`config.mk`:
```
export PLATFORM = sky130hd
export DESIGN_NAME = crop_filter_flat
export DESIGN_NICKNAME = d
export VERILOG_FILES = /design/src/rtl/crop_filter_pkg.sv /design/src/rtl/crop_filter_if.sv /design/src/rtl/crop_filter_roi_coord_counter.sv /design/src/rtl/crop_filter.sv /design/src/flat_wrapper.sv
export SDC_FILE = /design/constraint.sdc
export NUM_CORES = 1
export LEC_CHECK = 0
export ABC_AREA = 1
export BUFFER_PORTS_ARGS = -buffer_cell sky130_fd_sc_hd__buf_2
export CAP_MARGIN = 20
export CELL_PAD_IN_SITES_DETAIL_PLACEMENT = 0
export CELL_PAD_IN_SITES_GLOBAL_PLACEMENT = 1
export CORE_MARGIN = 2
export CORE_UTILIZATION = 42
export DETAILED_ROUTE_END_ITERATION = 10
export PLACE_DENSITY = 0.93
export SETUP_SLACK_MARGIN = 0.15
export SLEW_MARGIN = 10
export SYNTH_ARGS = -nofsm -noshare
export SYNTH_HDL_FRONTEND = slang
export SYNTH_HIERARCHICAL = 1
export SYNTH_SLANG_ARGS = --single-unit
```
`constraint.sdc`:
```
create_clock -name clk -period 4.6 [get_ports clk]
set_input_delay 0.23 -clock clk [delete_from_list [all_inputs] [get_ports clk]]
set_output_delay 0.23 -clock clk [all_outputs]
set_load 0.02 [all_outputs]
```
`src/rtl/crop_filter_pkg.sv`:
```
// crop_pkg: shared types and default widths for the crop filter slice.
//   state_t   : controller states (IDLE, WAIT_SOF, SCAN, DONE)
//   coord_t   : column/row coordinate at the default coordinate width
//   *_DEF     : default parameter values used by the modules and interface
package crop_pkg;

  localparam int PIXEL_BIT_WIDTH_DEF = 10;
  localparam int COORD_WIDTH_DEF     = 12;

  typedef enum logic [1:0] {
    IDLE     = 2'd0,
    WAIT_SOF = 2'd1,
    SCAN     = 2'd2,
    DONE     = 2'd3
  } state_t;

  typedef logic [COORD_WIDTH_DEF-1:0] coord_t;

endpackage

```
`src/rtl/crop_filter_if.sv`:
```
// crop_filter_if: AXI4-Stream style pixel bus used on both sides of the
// crop filter.
//   tvalid/tready : handshake, a beat transfers when both are high
//   tdata         : pixel value (DATA_W bits)
//   tuser         : start of frame on the first pixel
//   tlast         : end of line (input side) / last ROI pixel (output side)
// Modports: master drives the beat, slave drives tready.
interface crop_filter_if #(
  parameter int DATA_W = crop_pkg::PIXEL_BIT_WIDTH_DEF
);

  logic              tvalid;
  logic              tready;
  logic [DATA_W-1:0] tdata;
  logic              tuser;
  logic              tlast;

  modport master (output tvalid, output tdata, output tuser, output tlast, input tready);
  modport slave  (input tvalid, input tdata, input tuser, input tlast, output tready);

endinterface

```
`src/rtl/crop_filter_roi_coord_counter.sv`:
```
// roi_coord_counter: tracks the (x,y) position of the next accepted pixel in
// the frame and classifies it against the latched ROI.
//   clk, srst    : clock and synchronous active-high reset
//   clear        : force position back to (0,0)
//   step         : an accepted pixel is being consumed at the current (x,y)
//   line_end     : the consumed pixel carries end-of-line
//   x0, y0, w, h : latched ROI origin and size
//   in_roi       : current (x,y) lies inside the ROI
//   is_last_roi  : current (x,y) is the bottom-right pixel of the ROI
module roi_coord_counter
  import crop_pkg::*;
#(
  parameter int COORD_WIDTH = COORD_WIDTH_DEF
) (
  input  logic                   clk,
  input  logic                   srst,
  input  logic                   clear,
  input  logic                   step,
  input  logic                   line_end,
  input  logic [COORD_WIDTH-1:0] x0,
  input  logic [COORD_WIDTH-1:0] y0,
  input  logic [COORD_WIDTH-1:0] w,
  input  logic [COORD_WIDTH-1:0] h,
  output logic                   in_roi,
  output logic                   is_last_roi
);

  logic [COORD_WIDTH-1:0] x;
  logic [COORD_WIDTH-1:0] y;

  // One extra bit so x0+w and y0+h never wrap around the coordinate range.
  logic [COORD_WIDTH:0] x_ext;
  logic [COORD_WIDTH:0] y_ext;
  logic [COORD_WIDTH:0] x_end;
  logic [COORD_WIDTH:0] y_end;

  always_ff @(posedge clk) begin
    if (srst || clear) begin
      x <= '0;
      y <= '0;
    end else if (step) begin
      if (line_end) begin
        x <= '0;
        y <= y + 1'b1;
      end else begin
        x <= x + 1'b1;
      end
    end
  end

  always_comb begin
    x_ext       = {1'b0, x};
    y_ext       = {1'b0, y};
    x_end       = {1'b0, x0} + {1'b0, w};
    y_end       = {1'b0, y0} + {1'b0, h};
    in_roi      = (x_ext >= {1'b0, x0}) && (x_ext < x_end) &&
                  (y_ext >= {1'b0, y0}) && (y_ext < y_end);
    is_last_roi = in_roi && (x_ext == x_end - 1'b1) && (y_ext == y_end - 1'b1);
  end

endmodule

```
`src/rtl/crop_filter.sv`:
```
// crop_filter: per ap_start, waits for start-of-frame on the camera stream,
// forwards only the pixels inside a programmable ROI and tracks the maximum
// forwarded value. ap_done pulses once the last ROI pixel has left the
// output register.
//   clk, srst                    : clock, synchronous active-high reset
//   ap_start                     : start pulse, honoured only while idle
//   ap_done                      : one-cycle completion pulse
//   ap_idle                      : high while idle
//   roi_x0/roi_y0/roi_w/roi_h    : ROI origin and size, latched on start
//   roi_max                      : maximum forwarded pixel of the run
//   roi_err                      : run aborted by an early start-of-frame
//   s_axis (slave)               : camera pixel stream in
//   m_axis (master)              : cropped pixel stream out (tlast = last ROI pixel)
module crop_filter
  import crop_pkg::*;
#(
  parameter int PIXEL_BIT_WIDTH = PIXEL_BIT_WIDTH_DEF,
  parameter int COORD_WIDTH     = COORD_WIDTH_DEF
) (
  input  logic                       clk,
  input  logic                       srst,
  input  logic                       ap_start,
  output logic                       ap_done,
  output logic                       ap_idle,
  input  logic [COORD_WIDTH-1:0]     roi_x0,
  input  logic [COORD_WIDTH-1:0]     roi_y0,
  input  logic [COORD_WIDTH-1:0]     roi_w,
  input  logic [COORD_WIDTH-1:0]     roi_h,
  output logic [PIXEL_BIT_WIDTH-1:0] roi_max,
  output logic                       roi_err,
  crop_filter_if.slave               s_axis,
  crop_filter_if.master              m_axis
);

  localparam logic [1:0] ST_IDLE     = IDLE;
  localparam logic [1:0] ST_WAIT_SOF = WAIT_SOF;
  localparam logic [1:0] ST_SCAN     = SCAN;
  localparam logic [1:0] ST_DONE     = DONE;

  function automatic logic [PIXEL_BIT_WIDTH-1:0] pix_max(
    input logic [PIXEL_BIT_WIDTH-1:0] a,
    input logic [PIXEL_BIT_WIDTH-1:0] b
  );
    return (b > a) ? b : a;
  endfunction

  logic [1:0]                 state;
  logic [COORD_WIDTH-1:0]     x0_r;
  logic [COORD_WIDTH-1:0]     y0_r;
  logic [COORD_WIDTH-1:0]     w_r;
  logic [COORD_WIDTH-1:0]     h_r;
  logic                       done_r;

  logic                       vld_p1;
  logic [PIXEL_BIT_WIDTH-1:0] tdata_p1;
  logic                       tlast_p1;

  logic s_ready;
  logic accept;
  logic start_acc;
  logic step;
  logic abort;
  logic load;
  logic finish;
  logic cnt_clear;
  logic in_roi;
  logic is_last_roi;

  always_comb begin
    // Outside SCAN every beat is either consumed as SOF or discarded, so the
    // camera never sees backpressure there.
    s_ready   = (state == ST_SCAN) ? (!vld_p1 || m_axis.tready) : 1'b1;
    accept    = s_axis.tvalid && s_ready;
    start_acc = (state == ST_IDLE) && ap_start;
    cnt_clear = (state == ST_IDLE);
    step      = 1'b0;
    abort     = 1'b0;
    case (state)
      ST_WAIT_SOF: step = accept && s_axis.tuser;
      ST_SCAN: begin
        // A fresh SOF before the ROI completed ends the run; that beat is dropped.
        abort = accept && s_axis.tuser;
        step  = accept && !s_axis.tuser;
      end
      default: ;
    endcase
    load   = step && in_roi;
    finish = load && is_last_roi;
  end

  roi_coord_counter #(
    .COORD_WIDTH (COORD_WIDTH)
  ) u_coord (
    .clk         (clk),
    .srst        (srst),
    .clear       (cnt_clear),
    .step        (step),
    .line_end    (s_axis.tlast),
    .x0          (x0_r),
    .y0          (y0_r),
    .w           (w_r),
    .h           (h_r),
    .in_roi      (in_roi),
    .is_last_roi (is_last_roi)
  );

  always_ff @(posedge clk) begin
    if (srst) begin
      state   <= ST_IDLE;
      x0_r    <= '0;
      y0_r    <= '0;
      w_r     <= '0;
      h_r     <= '0;
      roi_err <= 1'b0;
      done_r  <= 1'b0;
    end else begin
      done_r <= 1'b0;
      case (state)
        ST_IDLE: begin
          if (ap_start) begin
            x0_r    <= roi_x0;
            y0_r    <= roi_y0;
            w_r     <= roi_w;
            h_r     <= roi_h;
            roi_err <= 1'b0;
            // An empty ROI has nothing to forward; finish straight away.
            state   <= ((roi_w == '0) || (roi_h == '0)) ? ST_DONE : ST_WAIT_SOF;
          end
        end
        ST_WAIT_SOF: begin
          if (step) state <= finish ? ST_DONE : ST_SCAN;
        end
        ST_SCAN: begin
          if (abort) begin
            roi_err <= 1'b1;
            state   <= ST_DONE;
          end else if (finish) begin
            state <= ST_DONE;
          end
        end
        ST_DONE: begin
          // Completion is only reported once the output register has drained.
          if (!vld_p1) begin
            done_r <= 1'b1;
            state  <= ST_IDLE;
          end
        end
        default: state <= ST_IDLE;
      endcase
    end
  end

  always_ff @(posedge clk) begin
    if (srst || start_acc) begin
      roi_max <= '0;
    end else if (load) begin
      roi_max <= pix_max(roi_max, s_axis.tdata);
    end
  end

  // ---- stage p1: output register ----
  always_ff @(posedge clk) begin
    if (srst) begin
      vld_p1   <= 1'b0;
      tdata_p1 <= '0;
      tlast_p1 <= 1'b0;
    end else if (load) begin
      vld_p1   <= 1'b1;
      tdata_p1 <= s_axis.tdata;
      tlast_p1 <= is_last_roi;
    end else if (m_axis.tready) begin
      vld_p1 <= 1'b0;
    end
  end

  assign s_axis.tready = s_ready;
  assign m_axis.tvalid = vld_p1;
  assign m_axis.tdata  = tdata_p1;
  assign m_axis.tlast  = tlast_p1;
  assign m_axis.tuser  = 1'b0;
  assign ap_done       = done_r;
  assign ap_idle       = (state == ST_IDLE);

endmodule

```
`src/flat_wrapper.sv`:
```
// flat-port wrapper written by rule: the top's interface ports become plain ports
module crop_filter_flat import crop_pkg::*;
#(
  parameter int PIXEL_BIT_WIDTH = PIXEL_BIT_WIDTH_DEF,
  parameter int COORD_WIDTH     = COORD_WIDTH_DEF
)
  (clk, srst, ap_start, ap_done, ap_idle, roi_x0, roi_y0, roi_w, roi_h, roi_max, roi_err, s_axis_tvalid, s_axis_tdata, s_axis_tuser, s_axis_tlast, s_axis_tready, m_axis_tvalid, m_axis_tdata, m_axis_tuser, m_axis_tlast, m_axis_tready);
  crop_filter_if #(.DATA_W((10))) s_axis_i ();
  crop_filter_if #(.DATA_W((10))) m_axis_i ();
  input  logic clk;
  input  logic srst;
  input  logic ap_start;
  output logic ap_done;
  output logic ap_idle;
  input  logic [COORD_WIDTH-1:0] roi_x0;
  input  logic [COORD_WIDTH-1:0] roi_y0;
  input  logic [COORD_WIDTH-1:0] roi_w;
  input  logic [COORD_WIDTH-1:0] roi_h;
  output logic [PIXEL_BIT_WIDTH-1:0] roi_max;
  output logic roi_err;
  input wire logic [$bits(s_axis_i.tvalid)-1:0] s_axis_tvalid;
  input wire logic [$bits(s_axis_i.tdata)-1:0] s_axis_tdata;
  input wire logic [$bits(s_axis_i.tuser)-1:0] s_axis_tuser;
  input wire logic [$bits(s_axis_i.tlast)-1:0] s_axis_tlast;
  output wire logic [$bits(s_axis_i.tready)-1:0] s_axis_tready;
  output wire logic [$bits(m_axis_i.tvalid)-1:0] m_axis_tvalid;
  output wire logic [$bits(m_axis_i.tdata)-1:0] m_axis_tdata;
  output wire logic [$bits(m_axis_i.tuser)-1:0] m_axis_tuser;
  output wire logic [$bits(m_axis_i.tlast)-1:0] m_axis_tlast;
  input wire logic [$bits(m_axis_i.tready)-1:0] m_axis_tready;
  assign s_axis_i.tvalid = s_axis_tvalid;
  assign s_axis_i.tdata = s_axis_tdata;
  assign s_axis_i.tuser = s_axis_tuser;
  assign s_axis_i.tlast = s_axis_tlast;
  assign s_axis_tready = s_axis_i.tready;
  assign m_axis_tvalid = m_axis_i.tvalid;
  assign m_axis_tdata = m_axis_i.tdata;
  assign m_axis_tuser = m_axis_i.tuser;
  assign m_axis_tlast = m_axis_i.tlast;
  assign m_axis_i.tready = m_axis_tready;
  crop_filter #(.PIXEL_BIT_WIDTH(PIXEL_BIT_WIDTH), .COORD_WIDTH(COORD_WIDTH)) u_core (.clk(clk), .srst(srst), .ap_start(ap_start), .ap_done(ap_done), .ap_idle(ap_idle), .roi_x0(roi_x0), .roi_y0(roi_y0), .roi_w(roi_w), .roi_h(roi_h), .roi_max(roi_max), .roi_err(roi_err), .s_axis(s_axis_i), .m_axis(m_axis_i));
endmodule
```
-- Yosys cells after proc, flatten, opt, wreduce, memory -nomap -nowiden
Cells that the tools add are included.
- multiplexer cells: 18
- reductions and logical operators: 28
- $lt $le $gt $ge: 5
- bitwise gates (word level): 1
- add/subtract/negate cells: 6
- equal/unequal tests: 10
- operators by type and width (operator ; count):
    $add 12x12->13 ; 2
    $eq 12x13->1 ; 2
    $lt 12x13->1 ; 2
    $sub 13x1->13 const B ; 2
    $add 12x1->12 const B ; 2
    $ge 12x12->1 ; 2
    $logic_not 12->1 ; 2
    $mux 12 ; 1
    $mux 2 ; 6
    $logic_and 1x1->1 ; 11
    $gt 10x10->1 ; 1
    $mux 1 ; 8
    $pmux 2 s4 ; 1
    $reduce_and 2->1 ; 3
    $eq 2x2->1 const B ; 2
    $logic_or 1x1->1 ; 4
    $ne 2x1->1 const B ; 2
    $ne 2x2->1 const B ; 2
    $pmux 1 s2 ; 2
    $reduce_and 4->1 ; 1
    $reduce_bool 2->1 ; 2
    $ne 3x1->1 const B ; 1
    $reduce_and 3->1 ; 1
    $eq 2x1->1 const B ; 1
    4 further kinds ; 5
- register bits after elaboration: 98
- output and inout port bits: 27

-- Logic depth before layout (Yosys ltp)
Gate-level depths: netlist of the first run.
- depth in word-level cells: 11
- depth in mapped cells: 31
- depth with buffers taken out: 31

-- Hierarchy
The synthesis of the first run kept the hierarchy.
- modules (own cells, without submodules) (module ; seq. area each (µm²) ; area an instance (µm²) ; cells an instance ; times used):
    roi_coord_counter ; 480.5 ; 4648.2 ; 795 ; 1
    crop_filter ; 1481.4 ; 3149.3 ; 435 ; 1

-- Worst setup path after synthesis of the first run
OpenSTA, ideal clock, no wires.
- path kind: register -> register
- start: register u_core.x0_r[0]
- end: register u_core.roi_max[1]
- required time: 4.487 ns
- library setup time: 0.113 ns
- cell stages (with the launch flop): 30
- arrival: 3.120 ns
- path slack: 1.368 ns
- path through: dfxtp_1 -> ha_1 -> inv_1 -> fa_1 -> inv_1 -> nand3_1 -> nand2_2 -> nand2_1 -> nand2_1 -> nand2_1 -> nand2_1 -> inv_1 -> ha_1 -> inv_1 -> nor3_1 -> nor2_1 -> nand3_1 -> nand2_1 -> nand3_1 -> nand2_1 -> nand2_1 -> nand2_1 -> nand2_1 -> nor2_1 -> nand2_2 -> nor2_4 -> nand2_4 -> buf_6 -> nor2_1 -> nor2_1
- word-level cells in the longest chain between the ends: 7
- ends and longest elaborated chain (element ; RTL line ; RTL):
    start: declaration ; crop_filter.sv:48 ; logic [COORD_WIDTH-1:0] x0_r;
    start signal: assignment ; crop_filter.sv:121 ; x0_r <= roi_x0;
    $add 12x12->13 ; crop_filter_roi_coord_counter.sv:54 ; x_end = {1'b0, x0} + {1'b0, w};
    $lt 12x13->1 ; crop_filter_roi_coord_counter.sv:56 ; in_roi = (x_ext >= {1'b0, x0}) && (x_ext < x_end) &&
    $logic_and 1x1->1 (*) (2 in a row) ; crop_filter_roi_coord_counter.sv:56 ;
    $logic_and 1x1->1 (*) ; crop_filter_roi_coord_counter.sv:57 ; (y_ext >= {1'b0, y0}) && (y_ext < y_end);
    via u_core.in_roi ; crop_filter.sv:66 ; logic in_roi;
    $logic_and 1x1->1 (*) ; crop_filter.sv:87 ; load = step && in_roi;
    $reduce_and 2->1 (no line) (*) ; -- ;
    end signal: assignment ; crop_filter.sv:157 ; roi_max <= pix_max(roi_max, s_axis.tdata);
    end: declaration ; crop_filter.sv:29 ; output logic [PIXEL_BIT_WIDTH-1:0] roi_max,
The timed path passes the listed nets; every way through them passes the cells marked *.
A chain may end at the register's enable or synchronous reset.

-- Final worst setup path of the first run
- start: register u_core.x0_r[0]
- end: register u_core.roi_max[3]
The elaborated chain is that of the path after synthesis.

==> results.md, run 1 <==
* Outcome: completed
* CTS Buf Count at 9
* Setup TNS Final at 0 ps
* Syn_nets at 1386
* DR vias at approximately 7600
* Seq pwr share at 24.5%
* CP startpoint kind: flip-flop
* Synthesized instance count at ~1200
* Final worst-path cycle share at 84.9%
* Synth area leaders: dfxtp_1, ha_1, nand2_1
* Critical path peak fanout at 14
* Max incr delay on CP at about 390 ps
* DRC viols at 0
* Clock share of power at 19.1%
* Sink Count at 98
* Maximum buffer depth of the clock tree at 2
* Slowest-stage cell, CP: fa_1
* Filler cell count at 1895
* Post-route ant nets at 0
* Number of top-level pins at 92
* Max_cap viols at 0
* Net Sw Frac at 47.2%
* Initial antenna violation count at 0
* CTS H-tree lvls at 3
* Tot Pwr at 4.44 mW
* Post-synth cell types at 44
* Max VDD drop at approximately 250 µV
* Drt wl/cell at approximately 13 µm
* Synth top cells by count: nand2_1, nor2_1, inv_1, dfxtp_1, ha_1
* Placed cell count at 1531
* Footprint of the multi-input gates at just over 5000 µm²
* Synthesized flop and latch total at 98
* Die Ht at approximately 140 µm
* Relative max-transition margin at 41.4%
* Die area at 19700 µm²
* Design area at 8780 µm²
* Mux share of post-synthesis cell area at less than 1%
* Fin. Hold Viols at 0
* Clk Latency, worst-skew pair at 350 ps
* Ant diodes at 0
* Clk slew on worst S/H paths at 70 ps
* Area Growth Syn to Fin at 12.7%
* Core ar. at around 18000 µm²
* Iter 0 DRT Violations at approximately 460
* Final GP Congestion at 0.888
* Main synth FF type: dfxtp_1
* P_leak at 4.47 nW
* HPWL after DPL at 16000 µm
* Critical path data required time at 4890 ps
* Rows at 49
* Least-Margin Pin Slew at roughly 900 ps
* Combinational Power Share at 56.4%
* Maximum clock frequency at 256 MHz
* Vias in the first global route at 7244
* Unrepaired setup endpoints after global routing: false
* Ys async rst share at 0%
* Final #Nets at about 1500
* PwrDens at 505 nW/µm²
* Setup Crit Path Kind: flip-flop to flip-flop
* Sequential Area at 1960 µm²
* Synth top area share at 25.2%
* TritonCTS clock tree: yes
* YS warnings at 6
* Sequential area share after synthesis at 25.2%
* Post-CTS sizing at 0
* Buffers on Ports at 90
* Post-synthesis simple-gate area fraction at approximately two fifths
* Max-slew violation count at 0
* Share of layout cells above drive strength 1 at 13.9%
* Die Width at 140 µm
* Number of flops mapped to enable cells by yosys at 0
* Non-filler cells in the finished layout at 1546
* Global-route wire length before repair at about 33000 µm
* Hold-fix buffers at CTS at 0
* Adder-Cell Fraction of Synth Area at 14.8%
* Count leader, synth: nand2_1
* Compound-Gate Fraction of Synth Area at 11.0%
* Worst path arrival time at ~4200 ps
* Detailed Routing Iterations Pass 1 at 5
* Cell taking the most area after synthesis: dfxtp_1
* Hold Crit Class: input pin to flip-flop
* Pint at 2.34 mW
* Clk root buf: clkbuf_16
* Largest family of logic cells by synthesized area: simple AND/OR/NAND/NOR gates
* Synthesized area per cell at 6.34 µm²
* Syn Std Cell Area at 7800 µm²
* Grt ovf at 0
* Crit path time final at 3900 ps
* Endpoints failing setup at 0
* Crit. End Element: flip-flop
* Tot GR Track Use at 20.7%
* Post-CTS Setup Inserts at 0
* Post-Synth XOR/XNOR Area at less than 1%
* Initial core utilization at 43.1%
* Skew final at around 8.5 ps
* Vias/cell at 4.95
* Switching power at about 2.1 mW
* Largest net degree at the start of global routing at 53
* Post-Route WL at 19600 µm
* Area after DPL at 8460 µm²
* CP dominant cell by count: nand2_1
## sequential cells by signal, summed over array words and instances (netlist names)
name                  flops
u_core/ap_done            1
u_core/h_r               12
u_core/m_axis.tdata      10
u_core/m_axis.tlast       1
u_core/m_axis.tvalid      1
u_core/roi_err            1
u_core/roi_max           10
u_core/state              2
u_core/u_coord/x         12
u_core/u_coord/y         12
u_core/w_r               12
u_core/x0_r              12
u_core/y0_r              12
## cell families after synthesis
family,count (synthesis)
and+or+nand+nor,676
buffers and inverters,195
AOI/OAI and AO/OA,162
DFF,98
adders and majority gates,91
xor gates and xnor gates,6
other,1
muxes,1
## power by group through the flow
| stage | logic, mW | registers, mW | clock network, mW |
|---|---|---|---|
| global placement | 2.46 | 1.11 | 0 |
| detailed placement | 2.49 | 1.11 | 0 |
| global route | 2.89 | 1.11 | 0.901 |
| finish | 2.50 | 1.09 | 0.847 |
| floorplan | 1.97 | 1.07 | 0 |
| CTS | 2.50 | 1.09 | 0.866 |
## worst max-delay path, delay by kind of cell, from the launching register on
family	cells	cell delay (ps)
adders and majority gates	3	860
and+or+nand+nor	21	2190
DFF	1	360
AOI/OAI and AO/OA	1	80
buffers and inverters	4	350
## final timing paths
check / startpoint / end / slack, ps / cells past startpoint
min reg2reg: u_core/roi_err / u_core/roi_err / 450 / 2
max reg2reg: u_core/x0_r[0] / u_core/roi_max[3] / 700 / 29
min: srst / u_core/m_axis.tlast / 100 / 2
max: u_core/x0_r[0] / u_core/roi_max[3] / 700 / 29
## stage by stage
stage                     utilization (%)  hold slack, ps  setup slack, ps
after detailed placement             46.8             445              779
final                                48.6             104              695
after floorplan                         -             299             1370
after global routing                 48.6             104              284
after CTS                            48.6            97.8              735
after global placement               46.8             439              912
## placed cells by master (no fill, tap or decap), types with 3 or more instances in the layout
cell type,n
buf_2,90
a21oi_2,5
o21ai_0,86
o21a_1,3
nand2_4,8
nor2_2,6
nand4_1,14
nor2_4,7
clkbuf_16,9
dfxtp_1,98
ha_1,89
or2_2,5
xor2_1,5
nand3_2,5
inv_2,7
nand2_1,275
a21oi_1,57
inv_1,165
nor3_1,15
nand2_2,29
buf_4,3
nor2_1,218
nand3_1,87
## cell type report
type | instances | share of cell area, %
clock buffers | 10 | 2.72
clock inverters | 5 | 0.983
inverters | 174 | 7.43
multi-input cells | 937 | 57.9
flip-flops and latches | 98 | 22.3
well taps | 229 | 3.26
repair buffers | 93 | 5.38
## layer usage
| metal | wire, µm | up-vias | track usage, % |
|---|---|---|---|
| li1 | - | 4084 | - |
| met1 | 10000 | 3416 | 28.7 |
| met2 | 8530 | 129 | 33.6 |
| met5 | 0 | - | 0 |
| met3 | 846 | 17 | 3.04 |
| met4 | 258 | 0 | 5.64 |
Power figures use the tool's default switching activity.
==> run 2: changes to the inputs <==
clock period = 3.9 ns   (was 4.6 ns; I/O delays follow)
==> run 2 against run 1 <==
Combinational power grew 22%. Clock power grew 12%. Clock skew shrank 2.1 ps. Largest power group unchanged. Hold slack lost 30 ps. Via count grew 0.55%. Routed wire length grew 0.44%. Sequential share of layout area shrank 0.39 points. Core utilization grew 0.99 points.
==> results.md, run 2 (synthesized netlist as in run 1, its figures left out) <==
* R2R setup slack at around 420 ps
* Tot GR Track Use at 20.2%
* Clk Latency, worst-skew pair at about 350 ps
* Number of top-level pins at 92
* Crit. End Element: flip-flop
* Skew final at 6.40 ps
* Register-to-Register Path Depth at 29
* CP startpoint kind: flip-flop
* Worst min-delay path startpoint: srst
* Initial core utilization at a little over two fifths
* PwrDens at between 500 and 600 nW/µm²
* Final #Nets at between 1000 and 1500
* Die Ht at 140 µm
* Clk slew on worst S/H paths at 70 ps
* Vias/cell at 4.94
* Area after DPL at 8470 µm²
* DR vias at 7688
* Most common cell after layout, fill and taps aside: nand2_1
* CP dominant cell by count: nand2_1
* Grt ovf at 0
* Area Growth Syn to Fin at 15.0%
* Worst path arrival time at 3730 ps
* Hold-fix buffers at CTS at 0
* Post-Route WL at 19700 µm
* Relative max-transition margin at 44.4%
* Largest net degree at the start of global routing at between 50 and 60
* Detailed Routing Iterations Pass 1 at 5
* Final GP Congestion at between 0.9 and 1
* Hold endpoint: u_core/m_axis.tvalid
* P_leak at between 4 and 5 nW
* Drt wl/cell at about 13 µm
* Iter 0 DRT Violations at 382
* Rows at between 40 and 50
* Least-Margin Pin Slew at 833 ps
* Core ar. at 18100 µm²
* Outcome: completed
* CP top delay family: simple AND/OR/NAND/NOR gates
* CTS H-tree lvls at 3
* Global-route wire length before repair at approximately 33000 µm
* Endpoints failing setup at 0
* Max incr delay on CP at 370 ps
* Unrepaired setup endpoints after global routing: false
* Clk root buf: clkbuf_16
* Cells on Worst Hold Path at 2
* Buffers on Ports at 90
* Vias in the first global route at 7061
* Max VDD drop at 326 µV
* Final worst-path cycle share at about nine tenths
* Maximum clock frequency at approximately 290 MHz
* Slowest-stage cell, CP: dfxtp_4
* Critical path peak fanout at 11
* Setup TNS Final at 0 ps
* Initial antenna violation count at 0
* TritonCTS clock tree: yes
* Die Width at ~140 µm
* Max-slew violation count at 0
* Buf+Inv Stages, Crit Path at 6
* Design area at 8960 µm²
* Reg-to-Reg Start: u_core/x0_r[0]
* Sink Count at 98
* Most frequent cells in the layout: nand2_1, nor2_1, inv_1
* Max_cap viols at 0
* Share of layout cells above drive strength 1 at 16.1%
* Critical path data required time at 4140 ps
* RR Endpoint: u_core/roi_max[2]
* Fin. Hold Viols at 0
* Crit path time final at ~3500 ps
* Setup Crit Path Kind: flip-flop to flip-flop
* HPWL after DPL at approximately 16000 µm
* Die area at 19700 µm²
* Post-route ant nets at 0
* CTS Buf Count at 9
* DRC viols at 0
* Hold Crit Class: input pin to flip-flop
* Maximum buffer depth of the clock tree at 2
* Ant diodes at 0
## run 2: cell count changes in the layout (fill, tap and decap cells not counted), sizes merged
cell,change
clkbuf,+1
buf,+9
clkinvlp,+1
bufinv,-1
## run 2: per-layer routing
metal | global-route usage [%] | wire, µm | share of wire (%)
met1 | 28.0 | 9840 | 50
met2 | 32.9 | 8730 | 44
met3 | 3.83 | 982 | 5.0
met4 | 4.15 | 173 | 0.88
met5 | 0 | 0 | 0
## run 2: cell type report
class,count,area [µm²]
multi-input cells,937,5190
clock buffers,11,253
clock inverters,5,60.1
inverters,174,653
well taps,229,287
flip-flops and latches,98,1970
fillers,1889,9120
repair buffers,102,553
## run 2: worst max-delay path by stage
stage / start / to / cells after the start
after floorplan: u_core/x0_r[0] / u_core/roi_max[1] / 29
after global placement: u_core/x0_r[0] / u_core/roi_max[5] / 29
after detailed placement: u_core/x0_r[0] / u_core/roi_max[3] / 29
after CTS: u_core/x0_r[0] / u_core/state[0] / 31
after global routing: u_core/x0_r[0] / u_core/state[0] / 31
final: u_core/x0_r[0] / u_core/roi_max[2] / 29
## run 2: where the power goes
group | switching [mW] | leakage, nW | internal (mW)
Combinational | 1.95 | 3.55 | 1.09
Sequential | 0.139 | 0.801 | 1.16
Clock | 0.415 | 0.153 | 0.537
Total | 2.51 | 4.50 | 2.78
## run 2: per-stage QoR
| stage | hold WS (ps) | power (mW) | setup slack, ps | cells | utilization (%) |
|---|---|---|---|---|---|
| after floorplan | 264 | 3.60 | 668 | 1230 | - |
| after global placement | 431 | 4.21 | 215 | 1532 | 46.8 |
| after detailed placement | 436 | 4.26 | 38.8 | 1532 | 46.8 |
| after CTS | 63.7 | 5.22 | 153 | 1549 | 48.6 |
| after global routing | 76.6 | 5.83 | 115 | 1556 | 49.6 |
| final | 73.7 | 5.29 | 420 | 1556 | 49.6 |
## run 2: repair_timing
action	CTS	global route
buffers inserted	1	7
gates resized for setup	1	28
pin swaps	1	11
setup endpoints to repair	13	24
==> run 3: changes to the inputs <==
CTS_CLUSTER_SIZE = 12   (was unset)
PLACE_DENSITY = 0.92   (was 0.93)
SYNTH_HIERARCHICAL = unset   (was 1)
==> run 3 against run 2 <==
Critical path depth is 1 lower. Synthesized area is 1.8% lower. Clock-buffer cell count is 2 lower. Critical path type unchanged. Highest routed layer unchanged.
==> results.md, run 3 <==
* GRT Max-Usage Layer: met2
* Post-route ant nets at 0
* Max-slew violation count at 0
* Grt ovf at 0
* Crit path from: u_core.w_r[0]
* Seq pwr share at between 20% and 30%
* Relative max-transition margin at 40.6%
* Met1 usage at a little under a third
* Register-to-Register Path Depth at 28
* DR vias at between 7000 and 8000
* Final worst-path cycle share at 86.7%
* Syn Std Cell Area at 7660 µm²
* Pint at 2.62 mW
* Hold Crit Class: input pin to flip-flop
* Final GP Congestion at 0.900
* Maximum buffer depth of the clock tree at 2
* Max_cap viols at 0
* Endpoints failing setup at 0
* Met2 GRT Util at around a third
* Ant diodes at 0
* Buffers on Ports at 90
* Count leader, synth: nand2_1
* Tot GR Track Use at 21.4%
* Die Width at 139 µm
* HPWL after DPL at 16900 µm
* Post-Route WL at 20500 µm
* Worst path arrival time at approximately 3700 ps
* Number of top-level pins at slightly above 90
* Final core occ at 48.4%
* Clk slew on worst S/H paths at 80 ps
* Setup TNS Final at 0 ps
* Reg-to-Reg Start: u_core.w_r[0]
* YS warnings at 0
* CP startpoint kind: flip-flop
* Fin. Hold Viols at 0
* Rows at 49
* Most common cell after layout, fill and taps aside: nand2_1
* Crit path time final at 3380 ps
* Die area at 19300 µm²
* Switching power at around 2.5 mW
* CP dominant cell by count: nand2_1
* Core ar. at 17900 µm²
* Ys async rst share at 0%
* Maximum clock frequency at 296 MHz
* Setup Crit Path Kind: flip-flop to flip-flop
* Synth top cells by count: nand2_1, inv_1, nor2_1, dfxtp_1, o21ai_0
* Synthesized instance count at 1180
* P_leak at 4.33 nW
* Most frequent cells in the layout: nand2_1, inv_1, nor2_1
* Post-synth cell types at 45
* Crit. End Element: flip-flop
* Largest net degree at the start of global routing at 73
* Synthesized area per cell at 6.49 µm²
* Synthesized flop and latch total at a little under 100
* Unrepaired setup endpoints after global routing: false
* Cell taking the most area after synthesis: dfxtp_1
* Drt wl/cell at 13.7 µm
* Combinational Power Share at 57.7%
* Worst min-delay path startpoint: srst
* Main synth FF type: dfxtp_1
* Vias/cell at between 5 and 6
* Global-route wire length before repair at 33800 µm
* Met3 global-route usage at 3.25%
* Clock share of power at 17.7%
* Die Ht at around 140 µm
* Vias in the first global route at a little under 7000
* Outcome: completed
* Syn_nets at 1336
* TritonCTS clock tree: yes
* CTS Buf Count at 9
* Filler cell count at 1884
* Hold-fix buffers at CTS at 0
* Final #Nets at 1423
* Synth top area share at 25.6%
* Max incr delay on CP at 380 ps
* Synth area leaders: dfxtp_1, ha_1, nand2_1
* Share of layout cells above drive strength 1 at 14.8%
* DRC viols at 0
* CTS H-tree lvls at 3
* Initial core utilization at 42.8%
* Number of flops mapped to enable cells by yosys at 0
* Detailed Routing Iterations Pass 1 at 5
* Slowest-stage cell, CP: dfxtp_1
* Net Sw Frac at just under 50%
* Sink Count at 98
* Critical path peak fanout at 6
* PwrDens at 594 nW/µm²
* Sequential area share after synthesis at 25.6%
* Clk Latency, worst-skew pair at roughly 360 ps
* Initial antenna violation count at 0
* Critical path data required time at 4200 ps
* Area Growth Syn to Fin at 13.3%
* Least-Margin Pin Slew at 890 ps
* Max VDD drop at approximately 480 µV
* Clk root buf: clkbuf_16
* Post-CTS Setup Inserts at 0
* Cells on Worst Hold Path at 2
* Iter 0 DRT Violations at 502
* Skew final at 7.51 ps
[run 3: cell types whose count changed in the layout (fill, tap and decap cells not counted), sizes merged, moves of 5 or more]
| cell | previous run | this run |
|---|---|---|
| a21oi | 62 | 88 |
| buf | 102 | 96 |
| inv | 174 | 184 |
| nand2 | 312 | 295 |
| nor2 | 233 | 141 |
| nor3 | 15 | 20 |
| nor4 | 1 | 7 |
| o21ai | 88 | 99 |
| or2 | 6 | 1 |
[run 3: layout make-up]
cell class	instances	area, µm²	share of cell area, %
clock inverter	7	67.6	0.779
multi-input combinational	882	4960	57.2
clock buffer	9	225	2.60
sequential	98	1960	22.6
inverter	180	676	7.79
timing repair buffer	96	495	5.71
tap	229	287	3.30
[run 3: cells by family (layout without fill, tap and decap cells)]
family,after synthesis,after routing,synth area share (%)
DFF,98,98,25.6
AOI/OAI and AO/OA,203,203,13.9
buffers and inverters,200,292,10.1
xor gates and xnor gates,7,7,1.16
adders and majority gates,91,91,15.1
and+or+nand+nor,580,580,34.1
other,1,1,0.0490
[run 3: layer usage]
metal,wire [µm],vias to the layer above
met1,10300,3459
met5,0,-
met2,8730,197
met3,1160,25
li1,-,4017
met4,272,0
[run 3: critical path, delay by kind of cell, from the launching register on]
| kind | cells | cell delay, ps |
|---|---|---|
| AO/OA/AOI/OAI | 1 | 160 |
| adder cells (fa/ha/maj) | 3 | 770 |
| buffers and inverters | 2 | 140 |
| flip-flops | 1 | 380 |
| AND/OR/NAND/NOR | 22 | 1870 |
[run 3: power by group through the flow]
stage | sequential (mW) | combinational (mW) | clock, mW
finish | 1.27 | 2.97 | 0.912
global placement | 1.28 | 2.89 | 0
floorplan | 1.25 | 2.27 | 0
global route | 1.29 | 3.40 | 0.968
CTS | 1.26 | 2.95 | 0.933
detailed placement | 1.29 | 2.94 | 0
[run 3: what timing repair did]
item / CTS / global route
gates resized for setup: 0 / 11
setup endpoints to repair: 0 / 23
hold endpoints to repair: 0 / 0
[run 3: path summary, 6_finish.rpt]
path / end / slack, ps
setup / recovery: u_core.state[0] / 520
setup reg to reg: u_core.state[0] / 520
hold reg to reg: u_core.m_axis.tlast / 480
hold / removal: u_core.m_axis.tvalid / 70
[run 3: metrics by stage]
stage          area [µm²]  setup WS (ps)  total power [mW]  hold WS [ps]  instances
6_report             8670            519              5.15          70.2       1501
5_1_grt              8670            160              5.65          84.3       1501
4_1_cts              8630            205              5.15          52.8       1501
3_5_place_dp         8340            232              4.22           435       1485
3_3_place_gp         8340            364              4.18           438       1485
2_1_floorplan        7660            682              3.52           264       1180
